===== src/rtl/mmreq_pkg.sv =====
// Shared definitions for the Xillybus mmreq/mmresp register bridge:
// header/status bit positions, FSM state encoding and the timeout read value.
package mmreq_pkg;

   localparam int unsigned RNW_BIT  = 31;
   localparam int unsigned TMO_BIT  = 30;
   localparam int unsigned ADDR_LSB = 0;
   localparam int unsigned ADDR_MSB = 23;

   localparam logic [31:0] TIMEOUT_DATA_DFLT = 32'hFFFF_FFFF;

   typedef enum logic [2:0] {
      ST_IDLE,
      ST_HDR,
      ST_BUS,
      ST_RESP0,
      ST_RESP1
   } mmreq_state_e;

endpackage


===== src/rtl/xil_mmreq_bridge.sv =====
// mmreq header/data word pairs -> single-outstanding register bus access -> two mmresp words.
// Optional bus timeout enabled by defining MMREQ_TIMEOUT_EN.
module xil_mmreq_bridge
   import mmreq_pkg::*;
#(
   parameter int unsigned ADDR_WIDTH     = 24,
   parameter int unsigned TIMEOUT_CYCLES = 256,
   parameter logic [31:0] TIMEOUT_DATA   = TIMEOUT_DATA_DFLT
) (
   input  logic                  clk,
   input  logic                  rst,
   input  logic [31:0]           mmreq_data,
   input  logic                  mmreq_wren,
   output logic                  mmreq_full,
   input  logic                  mmreq_open,
   output logic [ADDR_WIDTH-1:0] bus_addr,
   output logic [31:0]           bus_wdata,
   output logic                  bus_en,
   output logic                  bus_wr,
   input  logic                  bus_ack,
   input  logic [31:0]           bus_rdata,
   output logic [31:0]           resp_data,
   output logic                  resp_wr,
   input  logic                  resp_full,
   output logic                  busy
);

   localparam int unsigned AFW = ADDR_MSB - ADDR_LSB + 1;

   mmreq_state_e          state_q, state_d;
   logic [ADDR_WIDTH-1:0] addr_q, addr_d;
   logic [31:0]           wdata_q, wdata_d;
   logic [31:0]           word1_q, word1_d;
   logic                  rnw_q, rnw_d;
   logic                  tmo_q, tmo_d;
   logic                  tmo_hit;
   logic [31:0]           word0;

`ifdef MMREQ_TIMEOUT_EN
   logic [31:0] cnt_q, cnt_d;

   // Counter sits at zero outside BUS, so it is already cleared on BUS entry.
   always_comb begin
      cnt_d = '0;
      if (state_q == ST_BUS) cnt_d = cnt_q + 32'd1;
   end

   always_ff @(posedge clk) begin
      if (rst) cnt_q <= '0;
      else     cnt_q <= cnt_d;
   end

   assign tmo_hit = (state_q == ST_BUS) && (cnt_q == 32'(TIMEOUT_CYCLES - 1));
`else
   assign tmo_hit = 1'b0 && (TIMEOUT_CYCLES != 0);
`endif

   always_comb begin
      word0                   = '0;
      word0[RNW_BIT]          = rnw_q;
      word0[TMO_BIT]          = tmo_q;
      word0[ADDR_MSB:ADDR_LSB] = AFW'(addr_q);
   end

   always_comb begin
      state_d = state_q;
      addr_d  = addr_q;
      wdata_d = wdata_q;
      word1_d = word1_q;
      rnw_d   = rnw_q;
      tmo_d   = tmo_q;

      bus_en     = 1'b0;
      bus_wr     = 1'b0;
      resp_wr    = 1'b0;
      resp_data  = '0;
      busy       = (state_q != ST_IDLE);
      mmreq_full = rst;

      case (state_q)
         ST_IDLE: begin
            if (mmreq_wren) begin
               rnw_d   = mmreq_data[RNW_BIT];
               addr_d  = mmreq_data[ADDR_WIDTH-1:0];
               state_d = ST_HDR;
            end
         end
         ST_HDR: begin
            // A closed device file drops the half-received request.
            if (!mmreq_open) begin
               state_d = ST_IDLE;
            end else if (mmreq_wren) begin
               wdata_d = mmreq_data;
               state_d = ST_BUS;
            end
         end
         ST_BUS: begin
            bus_en     = 1'b1;
            bus_wr     = !rnw_q;
            mmreq_full = 1'b1;
            if (bus_ack) begin
               word1_d = rnw_q ? bus_rdata : wdata_q;
               tmo_d   = 1'b0;
               state_d = ST_RESP0;
            end else if (tmo_hit) begin
               word1_d = TIMEOUT_DATA;
               tmo_d   = 1'b1;
               state_d = ST_RESP0;
            end
         end
         ST_RESP0: begin
            mmreq_full = 1'b1;
            resp_data  = word0;
            if (!resp_full) begin
               resp_wr = 1'b1;
               state_d = ST_RESP1;
            end
         end
         ST_RESP1: begin
            mmreq_full = 1'b1;
            resp_data  = word1_q;
            if (!resp_full) begin
               resp_wr = 1'b1;
               state_d = ST_IDLE;
            end
         end
         default: state_d = ST_IDLE;
      endcase
   end

   always_ff @(posedge clk) begin
      if (rst) begin
         state_q <= ST_IDLE;
         addr_q  <= '0;
         wdata_q <= '0;
         word1_q <= '0;
         rnw_q   <= 1'b0;
         tmo_q   <= 1'b0;
      end else begin
         state_q <= state_d;
         addr_q  <= addr_d;
         wdata_q <= wdata_d;
         word1_q <= word1_d;
         rnw_q   <= rnw_d;
         tmo_q   <= tmo_d;
      end
   end

   assign bus_addr  = addr_q;
   assign bus_wdata = wdata_q;

endmodule


===== config.mk =====
export PLATFORM = sky130hd
export DESIGN_NAME = xil_mmreq_bridge
export DESIGN_NICKNAME = d
export VERILOG_FILES = /design/src/rtl/mmreq_pkg.sv /design/src/rtl/xil_mmreq_bridge.sv
export SDC_FILE = /design/constraint.sdc
export NUM_CORES = 1
export LEC_CHECK = 0
export ABC_AREA = 1
export CORE_UTILIZATION = 45
export CTS_CLUSTER_DIAMETER = 150
export DETAILED_ROUTE_END_ITERATION = 10
export PLACE_DENSITY_LB_ADDON = 0.3
export SLEW_MARGIN = 20
export SYNTH_ARGS = -nofsm -noshare
export SYNTH_HDL_FRONTEND = slang
export SYNTH_SLANG_ARGS = --single-unit
export TNS_END_PERCENT = 30

===== constraint.sdc =====
create_clock -name clk -period 2.3 [get_ports clk]
set_clock_uncertainty 0.05 [all_clocks]
set_input_delay 0.46 -clock clk [delete_from_list [all_inputs] [get_ports clk]]
set_output_delay 0.46 -clock clk [all_outputs]
set_load 0.05 [all_outputs]

==> metrics.cfg, run 1 <==
[status]
status=complete, no violations

[clocking]
clkLatencyLatePin_ns=0.35
clk_pin_slew_ns=0.08
cts_buffers=9
cts_tree=yes
cts_root_buffer=clkbuf_8
cts_sinks=92
clk_path_buf_depth=2
cts-htree-levels=3
cts_hold_buf=0

[finish]
final_area_um2=6190
drive_gt1_share_pct=11.7
layout_common_cells=clkdlybuf4s50_1, o21ai_0, inv_1, a21oi_1, dfxtp_1
syn_to_final_growth_pct=58.6
diodes=0
nets=750
nFillCells=630
layoutNonFillerInstCount=790
final_common_cell=clkdlybuf4s50_1

[setup_path]
crit_type=reg2out
worstRegToRegCells=4
crit_path_start_kind=flip-flop
cp_max_fo=13
endpoint_kind=output pin
ff2ff_setup_slack_ns=0.66
cp.arrival_ns=1.74
cp-startpoint=state_q[1]
rr_endpoint=word1_q[9]
required_ns=1.79
slowest_delay_ns=0.38
reg2reg_from=rnw_q
path_cells=nor2_1, nand2_2, buf_4, o22ai_1, buf_12
cp_slowest_cell=dfxtp_1

[drt]
wl_mm=11.2
firstDrtPassIters=4
avgViaCountPerCell=5.14
first_iter_violations=181
vias=4060
drc_errors=0
ant_nets=0
wl_per_cell_um=14.1

[sta]
period_share_pct=97.9
slew_viol_final=0
final_hold_viol_count=0
period_minus_slack_ns=2.25
timing.final.ws_setup_ns=0.0488
max_freq_mhz=444
worst_pin_slew_ns=0.600
report.final.setup_viol=0
slew_headroom_pct=60.0
timing.setup.tns_ns=0
rsz0062_at_grt=yes

[yosys]
synth_cell_types=18
syn_nets=607
yosysWarnings=0
syn_inst=537
synth_area_um2=3900
synth_top_area_cell=dfxtp_1
avgSynthCellArea_um2=7.27
seq_area_frac_synth_pct=47.2
ys_ff_latch=92
synthTopCellsByArea=dfxtp_1, o21ai_0, a21oi_1, inv_1, nand2_1
synthDominantCellAreaShare_pct=47.2

[floorplanning]
initial_core_util_pct=47.1
dieArea_um2=9050
ios=163
die_h_um=95.2
core_um2=8300
die_x_um=95.2
rows=33

[global_route]
grt_max_degree=93
antenna_found_initial=0
grt_first_pass_wirelength_mm=17.4
gr-usage-all-layers_pct=24.6
first_global_vias=3791
overflow=0

[power_and_ir_drop]
cellPowerDensity_nw_per_um2=1050
peakVddDrop_v=0.000696
power_uw=6510
p_leak_uw=0.00225

[job]
cap_violations=0

[hold_path]
whs_path_depth=2
min_path_type=reg2reg
hold-path-endpoint=word1_q[28]
min_from=word1_q[28]

[place]
hpwlAfterDp_mm=7.73
place.gp.congestion=0.785
placedCellCount=774
placed_cell_area_um2=5920
place_ws_ns=0.248
portBuffers=162

[state kept, by name, indices dropped and copies added, names as in the netlist]
name	cells
bus_wdata	32
state_q	3
bus_addr	24
rnw_q	1
word1_q	32
[worst max path at each step]
stage	slack (ns)	cells past startpoint	endpoint
floorplan	0.14	3	resp_wr
global placement	0.37	4	resp_data[22]
detailed placement	0.25	7	bus_wdata[28]
CTS	-0.02	5	resp_data[22]
global route	-0.01	5	resp_data[11]
finish	0.05	5	resp_data[19]
[power by group]
| group | internal, uW | total (uW) | switching, uW |
|---|---|---|---|
| Clock | 642 | 1200 | 554 |
| Sequential | 1960 | 2190 | 229 |
| Combinational | 1040 | 3120 | 2080 |
[metrics by stage]
| step | utilization [%] | hold slack [ns] |
|---|---|---|
| floorplan | - | 0.380 |
| global placement | 71.3 | 0.388 |
| detailed placement | 71.3 | 0.394 |
| CTS | 74.1 | 0.406 |
| global route | 74.6 | 0.428 |
| finish | 74.6 | 0.406 |
[critical path: cells and delay by family (launching register included)]
family          cells  cell delay, ns
flops               1            0.38
simple gates        2            0.34
compound gates      1            0.23
buf+inv             2            0.45
[what timing repair did]
item,in CTS,in global routing
endpoints found under the hold margin,0,0
resized for setup,2,8
setup endpoints to repair,19,21
setup buffers,0,0
[kinds of logic after synthesis]
family	share of synthesized area (%)
and+or+nand+nor	7.69
AOI/OAI and AO/OA	31.2
DFF	47.2
buffers and inverters	13.9
[layer usage]
| metal | share of wire, % | GRT usage (%) | vias up |
|---|---|---|---|
| met5 | 0 | 0 | - |
| met4 | 2.2 | 9.22 | 0 |
| met3 | 7.4 | 4.78 | 25 |
| met2 | 49 | 41.8 | 162 |
| met1 | 41 | 30.8 | 1828 |
| li1 | - | - | 2045 |
[synth_stat cells]
| master | instances |
|---|---|
| a21oi_1 | 90 |
| buf_1 | 2 |
| buf_2 | 20 |
| buf_4 | 1 |
| clkbuf_1 | 16 |
| dfxtp_1 | 92 |
| inv_1 | 96 |
| inv_2 | 2 |
| nand2_1 | 46 |
| nand2_2 | 2 |
| nand3_1 | 2 |
| nand3_2 | 3 |
| nor2_1 | 17 |
| nor2_4 | 1 |
| o211ai_1 | 1 |
| o21ai_0 | 103 |
| o21ai_1 | 18 |
| o22ai_1 | 25 |
[area by class of cell]
class	count	area, um^2	share of cell area, %
timing repair buffer	171	2050	33.1
sequential	92	1840	29.8
tap	105	131	2.12
clock buffer	10	138	2.22
inverter	98	368	5.94
clock inverter	6	86.3	1.39
multi-input combinational	308	1580	25.5
Note: power is estimated with default switching activity, not from simulation.
==> run 2, diff against run 1 <==
--- a/config.mk
+++ b/config.mk
@@ -10,7 +10,6 @@
 export CTS_CLUSTER_DIAMETER = 150
 export DETAILED_ROUTE_END_ITERATION = 10
 export PLACE_DENSITY_LB_ADDON = 0.3
-export SLEW_MARGIN = 20
 export SYNTH_ARGS = -nofsm -noshare
 export SYNTH_HDL_FRONTEND = slang
 export SYNTH_SLANG_ARGS = --single-unit
==> results of run 2 <==
Same layout as run 1: the final DEF is identical, and so are final timing and power.
==> run 3, diff against run 2 <==
--- a/config.mk
+++ b/config.mk
@@ -6,10 +6,12 @@
 export NUM_CORES = 1
 export LEC_CHECK = 0
 export ABC_AREA = 1
+export CAP_MARGIN = 20
 export CORE_UTILIZATION = 45
 export CTS_CLUSTER_DIAMETER = 150
 export DETAILED_ROUTE_END_ITERATION = 10
 export PLACE_DENSITY_LB_ADDON = 0.3
+export SLEW_MARGIN = 20
 export SYNTH_ARGS = -nofsm -noshare
 export SYNTH_HDL_FRONTEND = slang
 export SYNTH_SLANG_ARGS = --single-unit
==> constraint.sdc (replaced) <==
create_clock -name clk -period 2.3 [get_ports clk]
set_clock_uncertainty 0.05 [all_clocks]
set_input_delay 0.23 -clock clk [delete_from_list [all_inputs] [get_ports clk]]
set_output_delay 0.23 -clock clk [all_outputs]
set_load 0.05 [all_outputs]
==> run 3 against run 2 <==
Compared with the run above:
- clock power shrank 15%
- core utilization down 0.74 points
- largest cell class unchanged
- critical endpoint is now bus_en
- first-iteration DRC count down 10%
- critical path type unchanged
- largest power group unchanged
- worst hold slack gained 0.0017 ns
- highest routed layer unchanged
- count of clock-buffer cells in the layout grew 2
==> metrics.cfg, run 3 (synthesized netlist as in run 1, its figures left out) <==
[finish]
syn_to_final_growth_pct=57.0  ; was 58.6%
nets=753  ; was 750
diodes=0  ; unchanged
drive_gt1_share_pct=10.5  ; was 11.7%
layout_common_cells=clkdlybuf4s50_1, o21ai_0, inv_1, dfxtp_1, a21oi_1  ; was clkdlybuf4s50_1, o21ai_0, inv_1, a21oi_1, dfxtp_1
final_common_cell=clkdlybuf4s50_1  ; unchanged

[power_and_ir_drop]
power_uw=6300  ; was 6510 uW
swShare_pct=44.8  ; was 44.0%
p_sw_uw=2820  ; was 2860 uW
cellPowerDensity_nw_per_um2=1030  ; was 1050 nW/um^2
p_int_uw=3470  ; was 3650 uW
combPwrFrac_pct=49.8  ; was 48.0%
power_frac_seq_pct=34.1  ; was 33.7%
clock_power_share_pct=16.1  ; was 18.4%
p_leak_uw=0.00223  ; was 0.00225 uW
peakVddDrop_v=0.000986  ; was 0.000696 V

[setup_path]
cp_slowest_cell=clkdlybuf4s50_1  ; was dfxtp_1
required_ns=2.02  ; was 1.79 ns
path_cells=nand2_1, nor2_4, clkdlybuf4s50_1  ; was nor2_1, nand2_2, buf_4, o22ai_1, buf_12
endpoint_kind=output pin  ; unchanged
cp_max_fo=5  ; was 13
crit_path_start_kind=flip-flop  ; unchanged
crit_type=reg2out  ; unchanged
cp.arrival_ns=1.89  ; was 1.74 ns
slowest_delay_ns=0.82  ; was 0.38 ns
cp.buffers_inverters=1  ; was 2
cp_top_family=buffers and inverters  ; unchanged

[global_route]
antenna_found_initial=0  ; unchanged
gr-usage-all-layers_pct=24.1  ; was 24.6%
overflow=0  ; unchanged
first_global_vias=3852  ; was 3791
grt_max_degree=65  ; was 93
grt_first_pass_wirelength_mm=17.2  ; was 17.4 mm

[sta]
period_minus_slack_ns=2.17  ; was 2.25 ns
worst_pin_slew_ns=0.552  ; was 0.600 ns
period_share_pct=94.2  ; was 97.9%
final_hold_viol_count=0  ; unchanged
report.final.setup_viol=0  ; unchanged
timing.setup.tns_ns=0  ; unchanged
max_freq_mhz=461  ; was 444 MHz
timing.final.ws_setup_ns=0.132  ; was 0.0488 ns
rsz0062_at_grt=no  ; was yes
slew_viol_final=0  ; unchanged
whs_ns=0.408  ; was 0.406 ns
slew_headroom_pct=63.1  ; was 60.0%

[clocking]
cts_sinks=92  ; unchanged
cts_setup_buffers=0  ; unchanged
cts_root_buffer=clkbuf_8  ; unchanged
clk_pin_slew_ns=0.09  ; was 0.08 ns
clk_path_buf_depth=2  ; unchanged
cts-htree-levels=3  ; unchanged
cts_tree=yes  ; unchanged
cts_hold_buf=0  ; unchanged
cts_buffers=9  ; unchanged
clkLatencyLatePin_ns=0.34  ; was 0.35 ns

[floorplanning]
rows=33  ; unchanged
ios=163  ; unchanged
core_um2=8300  ; unchanged
dieArea_um2=9050  ; unchanged
die_x_um=95.2  ; unchanged
initial_core_util_pct=47.1  ; unchanged
die_h_um=95.2  ; unchanged

[hold_path]
min_path_type=reg2reg  ; unchanged

[place]
portBuffers=162  ; unchanged
place.gp.congestion=0.843  ; was 0.785
place_ws_ns=0.407  ; was 0.248 ns
hpwlAfterDp_mm=7.83  ; was 7.73 mm

[drt]
wl_per_cell_um=13.8  ; was 14.1 um
ant_nets=0  ; unchanged
vias=4083  ; was 4060
wl_mm=11.0  ; was 11.2 mm
avgViaCountPerCell=5.15  ; was 5.14
first_iter_violations=162  ; was 181
firstDrtPassIters=5  ; was 4
drc_errors=0  ; unchanged

[job]
cap_violations=0  ; unchanged

[status]
status=complete, no violations  ; unchanged

==> run 3: changes by cell type in the layout (fill, tap and decap cells not counted), moves of 2 or more <==
cell	before	now
o22ai_1	18	25
o22ai_2	7	0
bufinv_16	2	0
clkdlybuf4s50_1	125	127
clkinv_2	2	0
==> run 3: worst reg2reg max path, cell delays in order (launching register included) <==
cell and delay [ns]:
dfxtp_1 0.50, nor2_1 0.09, nand2_2 0.07, buf_4 0.28, nand2_1 0.09, nand2_1 0.08, nand3_2 0.13, nand2_1 0.10
nand2_1 0.05, nor2_1 0.09
==> run 3: timing repair <==
| item | CTS | global route |
|---|---|---|
| hold endpoints to repair | 0 | 0 |
| gates resized for setup | 1 | 0 |
| setup endpoints to repair | 1 | 0 |
==> run 3: power groups by stage <==
stage          combinational [uW]  sequential [uW]  clock [uW]
6_report                     3130             2150        1020
5_1_grt                      3360             2190        1110
4_1_cts                      3150             2150        1050
3_5_place_dp                 3140             2180           0
3_3_place_gp                 3090             2160           0
2_1_floorplan                1260             2940           0
==> run 3: final cells by class <==
class                           instances  area, um^2
Multi-Input combinational cell        308        1530
Timing Repair Buffer                  174        2080
Inverter                               98         368
Clock buffer                           12         155
Fill cell                             613        2170
Sequential cell                        92        1840
Clock inverter                          4        32.5
Tap cell                              105         131
==> run 3: routing by layer <==
metal	wire [um]	share of wire, %	track usage (%)	vias up
li1	-	-	-	2051
met1	4650	42	29.3	1876
met2	5430	50	41.7	143
met3	764	7.0	5.74	13
met4	117	1.1	7.70	0
met5	0	0	0	-
==> run 3: stage by stage <==
stage / util [%] / instances / cell area, um^2
floorplan: - / 537 / 3910
global placement: 71.6 / 777 / 5940
detailed placement: 71.6 / 777 / 5940
CTS: 73.9 / 793 / 6130
global route: 73.9 / 793 / 6130
finish: 73.9 / 793 / 6130
==> run 3: path summary, 6_finish.rpt <==
path | start | end | slack (ns) | cells after the start
max | state_q[1] | bus_en | 0.13 | 3
min | word1_q[11] | word1_q[11] | 0.41 | 2
max reg2reg | state_q[0] | state_q[1] | 0.73 | 9
min reg2reg | word1_q[11] | word1_q[11] | 0.41 | 2
